### src/rtl/nibble_serial_add_ctrl.sv
// Nibble-serial adder/subtractor: one 4-bit ripple slice per cycle, LSB first.
// Results are published only on completion; partial sums stay internal.
module nibble_serial_add_ctrl #(
   parameter int NIBBLES = 4
) (
   input  logic                   clk,
   input  logic                   rst_n,
   input  logic                   start,
   input  logic                   sub,
   input  logic [4*NIBBLES-1:0]   op_a,
   input  logic [4*NIBBLES-1:0]   op_b,
   output logic                   busy,
   output logic                   done,
   output logic [4*NIBBLES-1:0]   result,
   output logic                   cout,
   output logic                   ovf
);

   localparam int W  = 4 * NIBBLES;
   localparam int IW = $clog2(NIBBLES);

   localparam logic [1:0] IDLE = 2'd0;
   localparam logic [1:0] CALC = 2'd1;
   localparam logic [1:0] DONE = 2'd2;

   logic [1:0]    state;
   logic [W-1:0]  a_q;
   logic [W-1:0]  b_q;
   logic          sub_q;
   logic [IW-1:0] idx;
   logic          carry;
   logic [W-1:0]  acc;

   logic [3:0]    nib_a;
   logic [3:0]    nib_b;
   logic [4:0]    sum;
   logic          c_msb;
   logic [W-1:0]  acc_nx;
   logic          last;
   logic          accept;

   assign busy   = (state == CALC);
   assign done   = (state == DONE);
   assign accept = start && (state != CALC);
   assign last   = (idx == IW'(NIBBLES - 1));

   always_comb begin
      nib_a  = a_q[{idx, 2'b00} +: 4];
      nib_b  = b_q[{idx, 2'b00} +: 4] ^ {4{sub_q}};
      sum    = {1'b0, nib_a} + {1'b0, nib_b} + {4'b0000, carry};
      // carry into the top bit of this slice, recovered from its sum bit
      c_msb  = nib_a[3] ^ nib_b[3] ^ sum[3];
      acc_nx = acc;
      acc_nx[{idx, 2'b00} +: 4] = sum[3:0];
   end

   always_ff @(posedge clk) begin
      if (!rst_n) begin
         state  <= IDLE;
         a_q    <= '0;
         b_q    <= '0;
         sub_q  <= 1'b0;
         idx    <= '0;
         carry  <= 1'b0;
         acc    <= '0;
         result <= '0;
         cout   <= 1'b0;
         ovf    <= 1'b0;
      end else begin
         case (state)
            CALC: begin
               acc   <= acc_nx;
               carry <= sum[4];
               idx   <= idx + 1'b1;
               if (last) begin
                  state  <= DONE;
                  result <= acc_nx;
                  cout   <= sum[4];
                  ovf    <= c_msb ^ sum[4];
               end
            end
            default: begin
               if (accept) begin
                  state <= CALC;
                  a_q   <= op_a;
                  b_q   <= op_b;
                  sub_q <= sub;
                  idx   <= '0;
                  carry <= sub;
               end else begin
                  state <= IDLE;
               end
            end
         endcase
      end
   end

endmodule

### config.mk
export PLATFORM = sky130hd
export DESIGN_NAME = nibble_serial_add_ctrl
export DESIGN_NICKNAME = d
export VERILOG_FILES = /design/src/rtl/nibble_serial_add_ctrl.sv
export SDC_FILE = /design/constraint.sdc
export NUM_CORES = 1
export LEC_CHECK = 0
export ABC_AREA = 1
export BUFFER_PORTS_ARGS = -buffer_cell sky130_fd_sc_hd__buf_2
export CORE_UTILIZATION = 25
export DETAILED_ROUTE_END_ITERATION = 16
export PLACE_DENSITY_LB_ADDON = 0.25
export SETUP_SLACK_MARGIN = 0.3
export SLEW_MARGIN = 25
export SYNTH_ARGS = -nofsm -noshare
export SYNTH_HDL_FRONTEND = slang
export SYNTH_SLANG_ARGS = --single-unit
### constraint.sdc
create_clock -name clk -period 6 [get_ports clk]
set_input_delay 0.3 -clock clk [delete_from_list [all_inputs] [get_ports clk]]
set_output_delay 0.3 -clock clk [all_outputs]
set_load 0.005 [all_outputs]
==> impl_metrics.ini, run 1 <==
[setup_path]
path_depth = 13
reg2reg_from = idx[0]
cp.arrival_ns = 3.92
crit_end = result[14]
cp_top_family = adder cells
r2r_setup_slack_ns = 2.37
start_kind = register
worstPathRequired_ns = 6.28
critPathBufInv = 1
crit_start = idx[0]
path_max_fanout = 25
r2r_cells = 13
crit_top_cell = nand2_1
cp_cell_sequence = inv_1 > o21ai_0 > o22ai_1 > xor2_1 > fa_1 > fa_1 > nand2_1 > nand2_1 > nor2_1 > nand2_1 > o22ai_1 > nand2_1 > nand2_1
max_stage_delay_ns = 0.85
path_class = reg2reg
critPathCaptureType = register
rr_endpoint = result[14]
critPathSlowestCell = dfxtp_1

[floorplanning]
dieArea_um2 = 13600
pin_count = 56
fp-row-count = 41
design.core.area_um2 = 12700
start_util_pct = 25.9
die_h_um = 117
die_width_um = 117

[routing]
drtIter0Drc = 153
met3_length_um = 360
dr.pass1.iters = 4
drc_errors = 0
wl_per_cell_um = 12.6
wl_met2_mm = 3.74
vias = 2851
wirelength_mm = 8.26
detail-route-antenna-nets = 0
vias_per_cell = 4.36
top_layer_used = met4
drt-met1-wl_mm = 4.05

[cts]
post-cts-setup-buffer-count = 0
cts_inserted_buffers = 9
path_clk_slew_ns = 0.06
clkLatencyLatePin_ns = 0.34
numClockSinks = 72
cts_resized = 0
htree_levels = 3
clk_path_buf_depth = 2
cts_tree = yes
root_buffer = clkbuf_16
ctsHoldBuffers = 0

[min_path]
worst_hold_path.num_cells = 3
hp-class = in2reg

[timing]
rsz0062_at_grt = false
final.setup.tns_ns = 0
fmax_ghz = 0.275
fin_crit_sh_pct = 60.6
min_period_ns = 3.63
maxSlewHeadroom_pct = 45.9
maxSlewViolCount = 0
hold_viol_final = 0
finClkSkew_ns = 0.00939
setup_viol = 0
worst_pin_slew_ns = 0.811
hold_ws_ns = 0.188

[synthesis]
yosysTopAreaCell = dfxtp_1
synth.net_count = 480
syn_inst = 433
yosys.cell_count.top_type = nor2_1
ys.flop_type = dfxtp_1
post-synth-top-area-fraction_pct = 43.8
synthTopCellsByArea = dfxtp_1 (44%), nor2_1 (9.7%), o21ai_0 (7.8%), nand2_1 (6.4%), inv_1 (5.6%)
synth-async-reset-ratio_pct = 0
yosys_warnings = 0
synthesis.area_um2 = 3290
synth_cell_types = 34
synth_common_cells = nor2_1 (85), dfxtp_1 (72), nand2_1 (56)
yosysSeqAreaShare_pct = 43.8
synth_edf_count = 0
avgSynthCellArea_um2 = 7.61
ys_ff_latch = 72

[final_layout]
diodes = 0
drive_gt1_share_pct = 17.4
fin_nets = 524
area_growth_pct = 21.3

[power]
power_switching_w = 0.000333
ir_worst_vdd_mv = 0.129
p_per_area_nw_per_um2 = 334
sw_frac_of_total_pct = 25.0
power.leakage_nw = 1.90
seqPwrFrac_pct = 39.3
combPwrFrac_pct = 13.7
p_int_w = 0.00100
clockPowerShare_pct = 47.0

[place]
hpwl_mm = 5.79
port_buffers = 55
gp_congestion = 0.771

[status]
status = finished, final reports clean

[global_routing]
grt.total_usage_pct = 12.9
grt_max_degree = 36
grt_pass1_wl_mm = 13.5
grt_pass1_vias = 2733
antenna_found_initial = 0
overflow = 0

[flow_run]
maxCapViolCount = 0
==> how the worst min path moves through the flow <==
stage	start	slack (ns)	to
floorplan	op_b[2]	0.43	b_q[2]
global placement	result[3]	0.44	result[3]
detailed placement	result[3]	0.44	result[3]
CTS	op_b[3]	0.18	b_q[3]
global route	op_a[9]	0.19	a_q[9]
finish	op_a[9]	0.19	a_q[9]
==> flip-flops by register name, summed over array words and instances, names as in the netlist <==
name	count
ovf	1
idx	2
sub_q	1
result	16
a_q	16
state	2
b_q	16
cout	1
acc	16
carry	1
==> routing by layer <==
| layer | GRT usage, % | vias up |
|---|---|---|
| li1 | - | 1492 |
| met4 | 4.30 | 0 |
| met3 | 3.96 | 10 |
| met2 | 20.2 | 50 |
| met1 | 16.9 | 1299 |
| met5 | 0 | - |
==> power groups by stage <==
stage	Clock (W)	Combinational, W	Sequential (W)
after floorplan	0	0.000143	0.000526
after global placement	0	0.000178	0.000535
final	0.000627	0.000183	0.000525
after global routing	0.000668	0.000208	0.000528
after CTS	0.000642	0.000184	0.000525
after detailed placement	0	0.000182	0.000535
==> placed cells by master, fill, tap and decap left out, types with 9 or more instances in the layout <==
cell type / Yosys / layout
nor2_1: 85 / 85
dfxtp_1: 72 / 72
nand2_1: 56 / 56
buf_2: 7 / 55
o21ai_0: 51 / 51
inv_1: 49 / 49
a21oi_1: 20 / 20
o22ai_1: 14 / 14
a22o_1: 10 / 10
o21ai_1: 9 / 9
ha_1: 9 / 9
clkbuf_16: 0 / 9
==> final cells by class <==
| class | instances | area [um2] |
|---|---|---|
| fillers | 1380 | 8730 |
| multi-input cells | 286 | 1500 |
| flip-flops and latches | 72 | 1440 |
| repair buffers | 55 | 275 |
| clock buffers | 11 | 253 |
| well taps | 172 | 215 |
| inverters | 53 | 204 |
| clock inverters | 5 | 103 |
==> tightest hold or removal path, delay by kind of cell <==
family                 cells  cell delay (ns)
buffers and inverters      1             0.08
and+or+nand+nor            2             0.11
==> cells by family after synthesis <==
family | synth area share (%)
simple gates | 19.6
compound gates | 19.8
buf+inv | 10.6
flops | 43.8
fa+ha+maj | 4.64
xor+xnor | 1.60
==> metrics by stage <==
| step | power, W | utilization [%] | std cells | worst slack [ns] | instance area (um2) |
|---|---|---|---|---|---|
| after floorplan | 0.000669 | - | 433 | 3.47 | 3290 |
| after global placement | 0.000713 | 28.6 | 638 | 2.51 | 3640 |
| after detailed placement | 0.000717 | 28.6 | 638 | 2.44 | 3640 |
| after CTS | 0.00135 | 31.4 | 654 | 2.37 | 3990 |
| after global routing | 0.00141 | 31.4 | 654 | 2.05 | 3990 |
| final | 0.00133 | 31.4 | 654 | 2.37 | 3990 |
Note: power is estimated with default switching activity, not from simulation.
==> inputs of run 2 (changes only) <==
ABC_AREA = 0   (was 1)
clock period = 3.2 ns   (was 6 ns; I/O delays follow)
==> impl_metrics.ini, run 2 <==
[status]
status = finished, final reports clean

[timing]
hold_ws_ns = 0.0705
final.setup.tns_ns = 0
finClkSkew_ns = 0.00588
worst_slack_ns = 0.456
maxSlewViolCount = 0
maxSlewHeadroom_pct = 60.8
worst_pin_slew_ns = 0.586
setup_viol = 0
hold_viol_final = 0
fmax_ghz = 0.364
min_period_ns = 2.74
rsz0062_at_grt = false
fin_crit_sh_pct = 85.7

[global_routing]
grt.total_usage_pct = 12.0
grt_max_degree = 54
antenna_found_initial = 0
overflow = 0
grt_pass1_vias = 2596
grt_pass1_wl_mm = 13.1

[synthesis]
yosys_warnings = 0
synth.net_count = 408
yosysSeqAreaShare_pct = 43.2
syn_inst = 361
avgSynthCellArea_um2 = 9.25
synth_common_cells = nand2_1 (93), dfxtp_1 (72), a21boi_0 (31)
synth_edf_count = 0
ys.flop_type = dfxtp_1
yosysTopAreaCell = dfxtp_1
yosys.cell_count.top_type = nand2_1
synth_cell_types = 46
ys_ff_latch = 72
synthesis.area_um2 = 3340
synth-async-reset-ratio_pct = 0
synthTopCellsByArea = dfxtp_1 (43%), nand2_1 (10%), a21boi_0 (7.0%), mux4_2 (5.4%), ha_1 (3.4%)
post-synth-top-area-fraction_pct = 43.2

[setup_path]
r2r_cells = 8
path_class = reg2reg
start_kind = register
max_stage_delay_ns = 0.52
path_max_fanout = 7
cp.arrival_ns = 3.01
cp_cell_sequence = mux4_2 > xnor2_1 > fa_1 > fa_1 > xor2_1 > buf_4 > or3_1 > a21boi_1
cp_top_family = adder cells
critPathBufInv = 1
crit_top_cell = fa_1
path_depth = 8
critPathSlowestCell = mux4_2
worstPathRequired_ns = 3.47
critPathCaptureType = register

[final_layout]
fin_cells = 586
layout_commonest_cell = nand2_1
layout_common_cells = nand2_1 (92), dfxtp_1 (72), buf_2 (55)
area_growth_pct = 20.1
diodes = 0
fin_nets = 458
drive_gt1_share_pct = 22.2

[routing]
vias = 2607
dr.pass1.iters = 4
wirelength_mm = 7.80
drtIter0Drc = 151
vias_per_cell = 4.45
drc_errors = 0
detail-route-antenna-nets = 0
wl_per_cell_um = 13.3

[cts]
cts_resized = 0
clkLatencyLatePin_ns = 0.33
post-cts-setup-buffer-count = 0
ctsHoldBuffers = 0
numClockSinks = 72
htree_levels = 3
cts_tree = yes
path_clk_slew_ns = 0.05
clk_path_buf_depth = 2
root_buffer = clkbuf_16
cts_inserted_buffers = 9

[power]
ir_worst_vdd_mv = 0.262
seqPwrFrac_pct = 45.4
power.leakage_nw = 1.64
power_switching_w = 0.000516
p_int_w = 0.00158
p_per_area_nw_per_um2 = 524
combPwrFrac_pct = 12.9
power.total_w = 0.00210
clockPowerShare_pct = 41.7
sw_frac_of_total_pct = 24.6

[flow_run]
maxCapViolCount = 0

[floorplanning]
die_h_um = 118
start_util_pct = 26.0
fp-row-count = 41
dieArea_um2 = 13800
die_width_um = 118
design.core.area_um2 = 12800
pin_count = 56

[place]
port_buffers = 55
gp_congestion = 0.763
hpwl_mm = 5.65
post-place-ws_ns = 0.467
placed_cells = 572

[min_path]
worst_hold_path.num_cells = 3
hp-class = in2reg
-- run 2: cell types whose count changed after synthesis, sizes merged, moves of 8 or more --
cell,delta
nor2,-80
o21ai,-52
inv,-39
a21boi,+36
nand2,+35
a21oi,-15
nor2b,+13
mux4,+8
o22ai,-8
-- run 2: worst min-delay path, delay by kind of cell --
family / cells / cell delay, ns
buffers and inverters: 1 / 0.09
and+or+nand+nor: 1 / 0.05
AOI/OAI and AO/OA: 1 / 0.05
-- run 2: layer usage --
metal | vias to the layer above | wire length [um] | track usage (%)
met1 | 1199 | 3670 | 15.0
li1 | 1337 | - | -
met4 | 0 | 193 | 4.97
met2 | 58 | 3650 | 19.4
met5 | - | 0 | 0
met3 | 13 | 293 | 3.44
-- run 2: area by class of cell --
| type | instances | area [um2] |
|---|---|---|
| multi-input cells | 252 | 1710 |
| flip-flops and latches | 72 | 1440 |
| well taps | 172 | 215 |
| repair buffers | 62 | 328 |
| fillers | 1360 | 8820 |
| clock inverters | 1 | 5.00 |
| inverters | 14 | 57.6 |
| clock buffers | 13 | 250 |
-- run 2: kinds of logic (layout without fill, tap and decap cells) --
kind of cell    Yosys count  after routing  share of synthesized area, %
compound gates           87             87                          20.0
xor+xnor                  7              7                          2.06
fa+ha+maj                11             11                          4.57
buf+inv                  37             90                          5.62
flops                    72             72                          43.2
mux                       8              8                          5.40
simple gates            139            139                          19.2
-- run 2: path summary, 6_finish.rpt --
kind / from / to / slack, ns
setup reg to reg: idx[1] / acc[10] / 0.46
setup / recovery: idx[1] / acc[10] / 0.46
hold / removal: op_a[10] / a_q[10] / 0.07
hold reg to reg: result[9] / result[9] / 0.44
-- run 2: through the flow --
step	util (%)	area (um2)
global route	31.3	4010
floorplan	-	3340
global placement	29.2	3750
CTS	31.2	4010
detailed placement	29.2	3750
finish	31.3	4010
-- run 2: power by group through the flow --
stage	Clock [W]	Sequential, W	Combinational, W
floorplan	0	0.000964	0.000201
detailed placement	0	0.000972	0.000275
finish	0.000875	0.000953	0.000271
global placement	0	0.000971	0.000270
global route	0.000940	0.000957	0.000303
CTS	0.000903	0.000953	0.000277
